### src/rtl/read_symbol3_pkg.sv
// Shared definitions for the X-symbol reader: FSM states, default symbol colour
// and the 32-step scan pattern that the drawing block also uses.
package read_symbol3_pkg;

    typedef enum logic [1:0] {
        ST_IDLE  = 2'd0,
        ST_ISSUE = 2'd1,
        ST_DRAIN = 2'd2,
        ST_DONE  = 2'd3
    } sym3_state_t;

    localparam logic [2:0] SYM_COLOUR_DEF = 3'b101;
    localparam int         PATTERN_LEN    = 32;

    typedef struct packed {
        logic [4:0] dx;
        logic [4:0] dy;
    } sym3_offset_t;

    // Steps 0..15 walk the main diagonal, steps 16..31 walk the anti-diagonal.
    function automatic sym3_offset_t sym3_offset(input logic [4:0] k);
        sym3_offset_t o;
        if (k[4] == 1'b0) begin
            o.dx = k;
            o.dy = k;
        end else begin
            o.dx = 5'd31 - k;
            o.dy = {1'b0, k[3:0]};
        end
        return o;
    endfunction

endpackage

### src/rtl/read_symbol3_pattern_gen.sv
// Step counter and offset generator for the symbol scan.
module sym3_pattern_gen
    import read_symbol3_pkg::*;
(
    input  logic       clk,
    input  logic       reset_n,
    input  logic       en,
    input  logic       clr,
    output logic [4:0] dx,
    output logic [4:0] dy,
    output logic       last
);

    logic [4:0]   step;
    sym3_offset_t off;

    always_ff @(posedge clk or negedge reset_n) begin
        if (!reset_n) begin
            step <= '0;
        end else if (clr) begin
            step <= '0;
        end else if (en) begin
            step <= step + 5'd1;
        end
    end

    assign off  = sym3_offset(step);
    assign dx   = off.dx;
    assign dy   = off.dy;
    assign last = (step == 5'(PATTERN_LEN - 1));

endmodule

### src/rtl/read_symbol3.sv
// Scans the 32 pixels of an X-shaped cell from pixel memory and counts how many
// carry the symbol colour.
module read_symbol3
    import read_symbol3_pkg::*;
#(
    parameter logic [2:0] SYM_COLOUR   = SYM_COLOUR_DEF,
    parameter int         MATCH_THRESH = 32
) (
    input  logic       clk,
    input  logic       reset_n,
    input  logic       start,
    input  logic [7:0] x,
    input  logic [6:0] y,
    output logic [7:0] rd_x,
    output logic [6:0] rd_y,
    output logic       rd_en,
    input  logic [2:0] rd_colour,
    output logic       busy,
    output logic       done,
    output logic [5:0] match_count,
    output logic       is_x,
    output logic [1:0] dbg_state
);

    // Handshake: start is a request taken only while idle (busy=0); busy stays
    // high through the done pulse, and requests arriving while busy are dropped.

    sym3_state_t state_q, state_d;
    logic        start_acc;
    logic        gen_en;
    logic        gen_clr;
    logic        last;
    logic [4:0]  dx, dy;
    logic [7:0]  x_lat;
    logic [6:0]  y_lat;
    logic        rd_pend;
    logic [5:0]  mc_q;

    sym3_pattern_gen u_gen (
        .clk     (clk),
        .reset_n (reset_n),
        .en      (gen_en),
        .clr     (gen_clr),
        .dx      (dx),
        .dy      (dy),
        .last    (last)
    );

    always_ff @(posedge clk or negedge reset_n) begin
        if (!reset_n) begin
            state_q <= ST_IDLE;
        end else begin
            state_q <= state_d;
        end
    end

    always_comb begin
        state_d = state_q;
        case (state_q)
            ST_IDLE:  if (start) state_d = ST_ISSUE;
            ST_ISSUE: if (last)  state_d = ST_DRAIN;
            ST_DRAIN: state_d = ST_DONE;
            ST_DONE:  state_d = ST_IDLE;
            default:  state_d = ST_IDLE;
        endcase
    end

    always_comb begin
        start_acc = 1'b0;
        rd_en     = 1'b0;
        busy      = 1'b0;
        done      = 1'b0;
        gen_en    = 1'b0;
        gen_clr   = 1'b0;
        case (state_q)
            ST_IDLE: begin
                start_acc = start;
                gen_clr   = start;
            end
            ST_ISSUE: begin
                rd_en  = 1'b1;
                busy   = 1'b1;
                gen_en = 1'b1;
            end
            ST_DRAIN: busy = 1'b1;
            ST_DONE: begin
                busy = 1'b1;
                done = 1'b1;
            end
            default: ;
        endcase
    end

    // rd_pend marks the cycle in which the previous read's data is on rd_colour.
    always_ff @(posedge clk or negedge reset_n) begin
        if (!reset_n) begin
            x_lat   <= '0;
            y_lat   <= '0;
            rd_pend <= 1'b0;
            mc_q    <= '0;
        end else begin
            rd_pend <= rd_en;
            if (start_acc) begin
                x_lat <= x;
                y_lat <= y;
                mc_q  <= '0;
            end else if (rd_pend && (rd_colour == SYM_COLOUR)) begin
                mc_q <= mc_q + 6'd1;
            end
        end
    end

    assign rd_x        = rd_en ? (x_lat + {3'b000, dx}) : x_lat;
    assign rd_y        = rd_en ? (y_lat + {2'b00, dy}) : y_lat;
    assign match_count = mc_q;
    assign is_x        = (int'({26'd0, mc_q}) >= MATCH_THRESH);
    assign dbg_state   = state_q;

endmodule

### config.mk
export PLATFORM = sky130hd
export DESIGN_NAME = read_symbol3
export DESIGN_NICKNAME = d
export VERILOG_FILES = /design/src/rtl/read_symbol3_pkg.sv /design/src/rtl/read_symbol3_pattern_gen.sv /design/src/rtl/read_symbol3.sv
export SDC_FILE = /design/constraint.sdc
export NUM_CORES = 1
export LEC_CHECK = 0
export ABC_CLOCK_PERIOD_IN_PS = 5400
export BUFFER_PORTS_ARGS = -buffer_cell sky130_fd_sc_hd__buf_2
export CAP_MARGIN = 0
export CORE_MARGIN = 2
export CORE_UTILIZATION = 57
export DETAILED_ROUTE_END_ITERATION = 12
export GPL_TIMING_DRIVEN = 0
export PLACE_DENSITY = 0.94
export REMOVE_ABC_BUFFERS = 1
export SYNTH_ARGS = -nofsm -noshare
export SYNTH_HDL_FRONTEND = slang
export SYNTH_SLANG_ARGS = --single-unit
### constraint.sdc
create_clock -name clk -period 5.4 [get_ports clk]
set_clock_uncertainty 0.15 [all_clocks]
set_input_delay 0.54 -clock clk [delete_from_list [all_inputs] [get_ports clk]]
set_output_delay 0.54 -clock clk [all_outputs]
set_load 0.05 [all_outputs]
==> metrics.log, run 1 <==
INFO  metric timing.critical_path.to_type = primary output
INFO  metric top_level_ports = 48
INFO  metric post-place-ws = 2.16 ns
INFO  metric hold_buffers = 0
INFO  metric y_dimension_of_the_die = 62.8 µm
INFO  metric clock_path_buffers = 2
INFO  metric final_critical_path_setup_slack = 1.81 ns
INFO  metric post_synth.cell_area_avg = 8.87 µm²
INFO  metric syn_to_final_growth = 15.4%
INFO  metric total_power = 1.50 mW
INFO  metric core_area = 3340 µm²
INFO  metric layout_commonest_cell = nand2_1
INFO  metric ir_worst_vdd = 0.434 mV
INFO  metric layout.filler_cells = 304
INFO  metric clk-insertion-delay-late = 0.32 ns
INFO  metric insertedDiodeCount = 0
INFO  metric drt-total-wl = 4.05 mm
INFO  metric fin_tns_setup = 0 ns
INFO  metric relSlewSlack = 26.7%
INFO  metric post_synthesis_sequential_area_ratio = 36.9%
INFO  metric syn-instance-count = 222
INFO  metric placement_rows = 21
INFO  metric floorplan.die.width = 62.8 µm
INFO  metric cell_at_the_root_of_the_clock_tree = clkbuf_4
INFO  metric layout.cells.most_common_list = 51 x nand2_1, 47 x buf_2, 29 x dfrtp_1
INFO  metric nets = 306
INFO  metric crit_required = 4.71 ns
INFO  metric drv.max_cap_violation_count = 0
INFO  metric count_of_port_buffers_added_during_placement = 47
INFO  metric detail_route.first_pass.iterations = 4
INFO  metric global_route.overflow_total = 0
INFO  metric layout.area.seq = 726 µm²
INFO  metric ant_nets = 0
INFO  metric initial_utilization = 59.0%
INFO  metric power_leakage = 1.19 nW
INFO  metric post-cts-setup-buffer-count = 0
INFO  metric route.vias.total = 1701
INFO  metric post_route_cells_drive_above_1_share = 21.8%
INFO  metric timing.final.crit_share = 66.5%
INFO  metric drc_violation_count_after_routing = 0
INFO  metric timing.setup.critical_path_class = reg2out
INFO  metric floorplan.die_area = 3940 µm²
INFO  metric gpl.final_weighted_congestion = 0.776
INFO  metric tritoncts = yes
INFO  metric maxSlewViolCount = 0
INFO  metric antenna_found_initial = 0
INFO  metric startpoint = dbg_state[1]
INFO  metric rsz0062_at_grt = no
INFO  metric cp_max_fo = 28
INFO  metric maxClockFrequency = 0.278 GHz
INFO  metric total_standard_cell_area_after_synthesis = 1970 µm²
INFO  metric placed_cell_area = 2220 µm²
INFO  metric clkSinkCount = 29
INFO  metric hold_violations = 0
INFO  metric total_of_flip_flops_plus_latches_after_synthesis = 29
INFO  metric detail_route.vias_per_cell = 5.45
INFO  metric worstPathArrival = 2.90 ns
INFO  metric numCtsBuffers = 5
INFO  metric stdcell_area = 2270 µm²
INFO  metric post_cts_resized = 0
INFO  metric run_status = finished, final reports clean
INFO  metric final_period_minus_worst_setup_slack = 3.59 ns
INFO  metric multi_input_logic_area = 1140 µm²
INFO  metric hold_slack = 0.0845 ns
INFO  metric grtUsageTotal = 22.7%
INFO  metric first_global_vias = 1644
INFO  metric average_routed_wire_per_standard_cell = 13.0 µm
INFO  metric grt_max_degree = 30
INFO  metric p_per_cell_area = 661 nW/µm²
INFO  metric timing.rr.start = dbg_state[1]
INFO  metric setup_viol_count_final = 0
INFO  metric drt_first_iter_violations = 72
INFO  metric tightestPinTransition = 1.10 ns
INFO  metric detailedPlacementHpwl = 2.97 mm
INFO  metric hold_crit_path_type = in2async
INFO  metric cts_htree_levels = 2
INFO  metric setup.worst_path.start_class = flip-flop
INFO  metric clkSlewWorstSetupHoldPaths = 0.09 ns
INFO  metric synth_cell_type_count = 37
INFO  metric grt_first_pass_wirelength = 7.11 mm
INFO  metric ys.warnings.count = 0
## cell families (layout without fill, tap and decap cells)
group,after synthesis,after routing,synth area share [%]
flip-flops,29,29,36.9
AO/OA/AOI/OAI,34,34,10.8
buffers and inverters,26,70,5.28
adder cells (fa/ha/maj),19,19,12.8
XOR/XNOR,13,13,5.79
AND/OR/NAND/NOR,91,91,23.0
multiplexers,10,10,5.40
## area by class of cell
type,instances,share of cell area [%]
tap,46,2.53
multi-input combinational,167,50.1
timing repair buffer,47,10.4
inverter,16,2.64
clock buffer,7,2.42
sequential,29,31.9
## through the flow
step	instances	util (%)
3_3_place_gp	305	66.4
2_1_floorplan	212	-
4_1_cts	312	68.1
6_report	312	68.1
5_1_grt	312	68.1
3_5_place_dp	305	66.4
## routing by layer
metal	vias up	part of all wire [%]	GRT usage, %
li1	846	-	-
met1	810	44	26.9
met2	41	51	40.7
met3	4	4.4	6.13
met4	0	0.72	5.83
met5	-	0	0
## final timing paths
path                                      end  slack, ns  depth (start not counted)
worst max-delay path                  rd_y[3]       1.81                          6
worst min-delay path                 x_lat[6]       0.08                          1
worst max register to register   dbg_state[1]       2.81                          5
worst min register to register       y_lat[2]       0.37                          2
max in group asynchronous       u_gen.step[0]       4.59                          1
min in group clk                     x_lat[5]       0.25                          3
## critical path, stage by stage, from the launching register on
cell,delay (ns)
dfrtp_1,0.42
inv_1,0.11
ha_1,0.90
inv_2,0.21
or4_1,0.58
nand4_1,0.10
buf_2,0.26
## report_power, final
| part | internal [mW] | switching (mW) |
|---|---|---|
| clock | 0.0614 | 0.0724 |
| sequential | 0.298 | 0.0931 |
| combinational | 0.277 | 0.700 |
| total | 0.637 | 0.865 |
## cells in the mapped netlist, drive strengths merged
| cell | instances | share of area (%) |
|---|---|---|
| o22ai | 2 | 0.64 |
| o2111ai | 2 | 0.89 |
| nand2 | 51 | 9.7 |
| a21oi | 10 | 2.7 |
| buf | 6 | 1.5 |
| o21a | 3 | 1.1 |
| o21ai | 9 | 2.3 |
| or3b | 2 | 0.89 |
| o211ai | 2 | 0.76 |
| nor2 | 8 | 1.5 |
| nor2b | 4 | 1.3 |
| mux2i | 5 | 2.5 |
| nand4 | 9 | 2.9 |
| o311ai | 1 | 0.45 |
| mux2 | 5 | 2.9 |
| and3 | 2 | 0.64 |
| dfrtp | 29 | 37 |
| or4 | 5 | 2.1 |
| or3 | 3 | 0.95 |
| and4b | 1 | 0.51 |
| xnor2 | 4 | 1.8 |
| ha | 17 | 11 |
| clkbuf | 4 | 0.76 |
| nand3 | 4 | 1.0 |
| o31ai | 4 | 1.5 |
| a211oi | 1 | 0.38 |
| fa | 2 | 2.0 |
| xor2 | 9 | 4.0 |
| inv | 16 | 3.1 |
| and2 | 1 | 0.32 |
| nand4b | 1 | 1.2 |
## state kept, by name, indices dropped and copies added, names as in the netlist
signal / cells
dbg_state: 2
match_count: 6
rd_pend: 1
u_gen.step: 5
x_lat: 8
y_lat: 7
Note: power is estimated with default switching activity, not from simulation.
==> inputs of run 2 (changes only) <==
- ABC_CLOCK_PERIOD_IN_PS: 5400 -> 3700
- CORE_UTILIZATION: 57 -> 53
- PLACE_DENSITY: 0.94 -> 0.89
- clock period: 5.4 -> 3.7 ns (I/O delays scaled with it)
==> metrics.log, run 2 (same netlist as run 1, synthesis figures left out) <==
INFO  metric post_route_cells_drive_above_1_share = 21.3%
INFO  metric floorplan.die_area = 4220 µm²
INFO  metric relSlewSlack = 26.2%
INFO  metric regMostFlops = x_lat
INFO  metric timing.setup.critical_path_class = reg2out
INFO  metric hold_violations = 0
INFO  metric placed_cells_incl_taps = 307
INFO  metric clkSlewWorstSetupHoldPaths = 0.06 ns
INFO  metric detail_route.vias_per_cell = 5.32
INFO  metric layout.cells.most_common_list = 51 x nand2_1, 47 x buf_2, 29 x dfrtp_1
INFO  metric tightestPinTransition = 1.11 ns
INFO  metric fin_tns_setup = 0 ns
INFO  metric share_clk_of_total_power = 11.2%
INFO  metric floorplan.die.width = 64.9 µm
INFO  metric largest_reg_flops = 8
INFO  metric ir_worst_vdd = 0.580 mV
INFO  metric detailedPlacementHpwl = 3.01 mm
INFO  metric core_area = 3610 µm²
INFO  metric cell_at_the_root_of_the_clock_tree = clkbuf_8
INFO  metric average_routed_wire_per_standard_cell = 12.9 µm
INFO  metric setup_viol_count_final = 0
INFO  metric y_dimension_of_the_die = 64.9 µm
INFO  metric grt_first_pass_wirelength = 7.27 mm
INFO  metric antenna_found_initial = 0
INFO  metric stdcell_area = 2310 µm²
INFO  metric first_global_vias = 1653
INFO  metric hold_crit_path_type = in2reg
INFO  metric power_leakage = 1.20 nW
INFO  metric sequentialPowerShare = 25.5%
INFO  metric initial_utilization = 54.6%
INFO  metric placement_rows = 22
INFO  metric nets = 307
INFO  metric syn_to_final_growth = 17.4%
INFO  metric total_switching_power = 1.28 mW
INFO  metric top_level_ports = 48
INFO  metric drt_first_iter_violations = 179
INFO  metric rsz0062_at_grt = no
INFO  metric power.share.combinational = 63.4%
INFO  metric cts_htree_levels = 2
INFO  metric crit_path_max_delay_family = adder cells
INFO  metric cellInternalPower = 974 µW
INFO  metric ant_nets = 0
INFO  metric timing.final.crit_share = 91.7%
INFO  metric chain_of_cells_forming_the_critical_path = inv_1, ha_1, inv_2, or4_1, nand4_1, buf_2
INFO  metric clkSinkCount = 29
INFO  metric numCtsBuffers = 5
INFO  metric layout.filler_cells = 331
INFO  metric clock_path_buffers = 2
INFO  metric drt-total-wl = 4.08 mm
INFO  metric placed_cell_area = 2220 µm²
INFO  metric maxClockFrequency = 0.295 GHz
INFO  metric switching_share = 56.8%
INFO  metric route.vias.total = 1680
INFO  metric cp_slowest_stage_delay = 0.90 ns
INFO  metric crit_required = 3.18 ns
INFO  metric drc_violation_count_after_routing = 0
INFO  metric p_per_cell_area = 975 nW/µm²
INFO  metric insertedDiodeCount = 0
INFO  metric global_route.overflow_total = 0
INFO  metric timing.critical_path.to_type = primary output
INFO  metric timing.critical_path.buf_inv = 3
INFO  metric setup.worst_path.start_class = flip-flop
INFO  metric worstPathArrival = 2.87 ns
INFO  metric detail_route.first_pass.iterations = 4
INFO  metric total_power = 2.25 mW
INFO  metric layout.area.seq = 726 µm²
INFO  metric run_status = finished, final reports clean
INFO  metric count_of_port_buffers_added_during_placement = 47
INFO  metric layout_commonest_cell = nand2_1
INFO  metric grtUsageTotal = 21.9%
INFO  metric gpl.final_weighted_congestion = 0.818
INFO  metric critical-path-slowest-cell = ha_1
INFO  metric reg2reg_slack = 1.10 ns
INFO  metric stdcell_count = 316
INFO  metric cp_max_fo = 28
INFO  metric clk-insertion-delay-late = 0.28 ns
INFO  metric final_period_minus_worst_setup_slack = 3.39 ns
INFO  metric hold_slack = 0.126 ns
INFO  metric drv.max_cap_violation_count = 0
INFO  metric multi_input_logic_area = 1140 µm²
INFO  metric grt_max_degree = 30
INFO  metric maxSlewViolCount = 0
INFO  metric tritoncts = yes
run 2: path summary, 6_finish.rpt:
| path | from | to | depth (start not counted) |
|---|---|---|---|
| worst max-delay path | dbg_state[1] | rd_y[3] | 6 |
| worst min-delay path | y[2] | y_lat[2] | 3 |
| worst max register to register | dbg_state[1] | dbg_state[1] | 5 |
| worst min register to register | y_lat[2] | y_lat[2] | 2 |
| max in group asynchronous | reset_n | u_gen.step[1] | 2 |
| min in group asynchronous | reset_n | match_count[0] | 2 |
run 2: power by group through the flow:
stage               Clock, mW  Sequential (mW)  Combinational (mW)
finish                  0.251            0.574                1.43
global placement            0            0.569                1.39
global route            0.269            0.595                1.56
floorplan                   0            0.609                1.08
detailed placement          0            0.577                1.43
CTS                     0.256            0.572                1.43
run 2: metrics by stage:
step                      utilization, %  setup slack [ns]
final                               64.1             0.309
after global routing                64.1             0.115
after CTS                           64.1             0.298
after detailed placement            61.6             0.587
after global placement              61.6             0.653
after floorplan                        -             0.199
run 2: routing by layer:
layer	track usage (%)	vias up	routed length, µm	part of all wire, %
li1	-	857	-	-
met1	28.3	774	1810	44
met2	36.7	43	2020	49
met3	4.17	6	195	4.8
met4	7.18	0	55	1.3
met5	0	-	0	0
run 2: repair_timing:
action / 4_1_cts / 5_1_grt
hold buffers: 1 / 0
setup buffers: 0 / 0
hold endpoints to repair: 25 / 0
resized for setup: 0 / 0
run 2: final cells by class:
| class | instances | share of cell area [%] |
|---|---|---|
| repair buffers | 48 | 10.6 |
| flip-flops and latches | 29 | 31.4 |
| inverters | 16 | 2.60 |
| well taps | 48 | 2.60 |
| multi-input cells | 167 | 49.3 |
| clock buffers | 8 | 3.47 |
run 2: worst min-delay path, cell delays in order:
cell     delay [ns]
buf_2          0.07
nand2_1        0.04
nand2_1        0.04
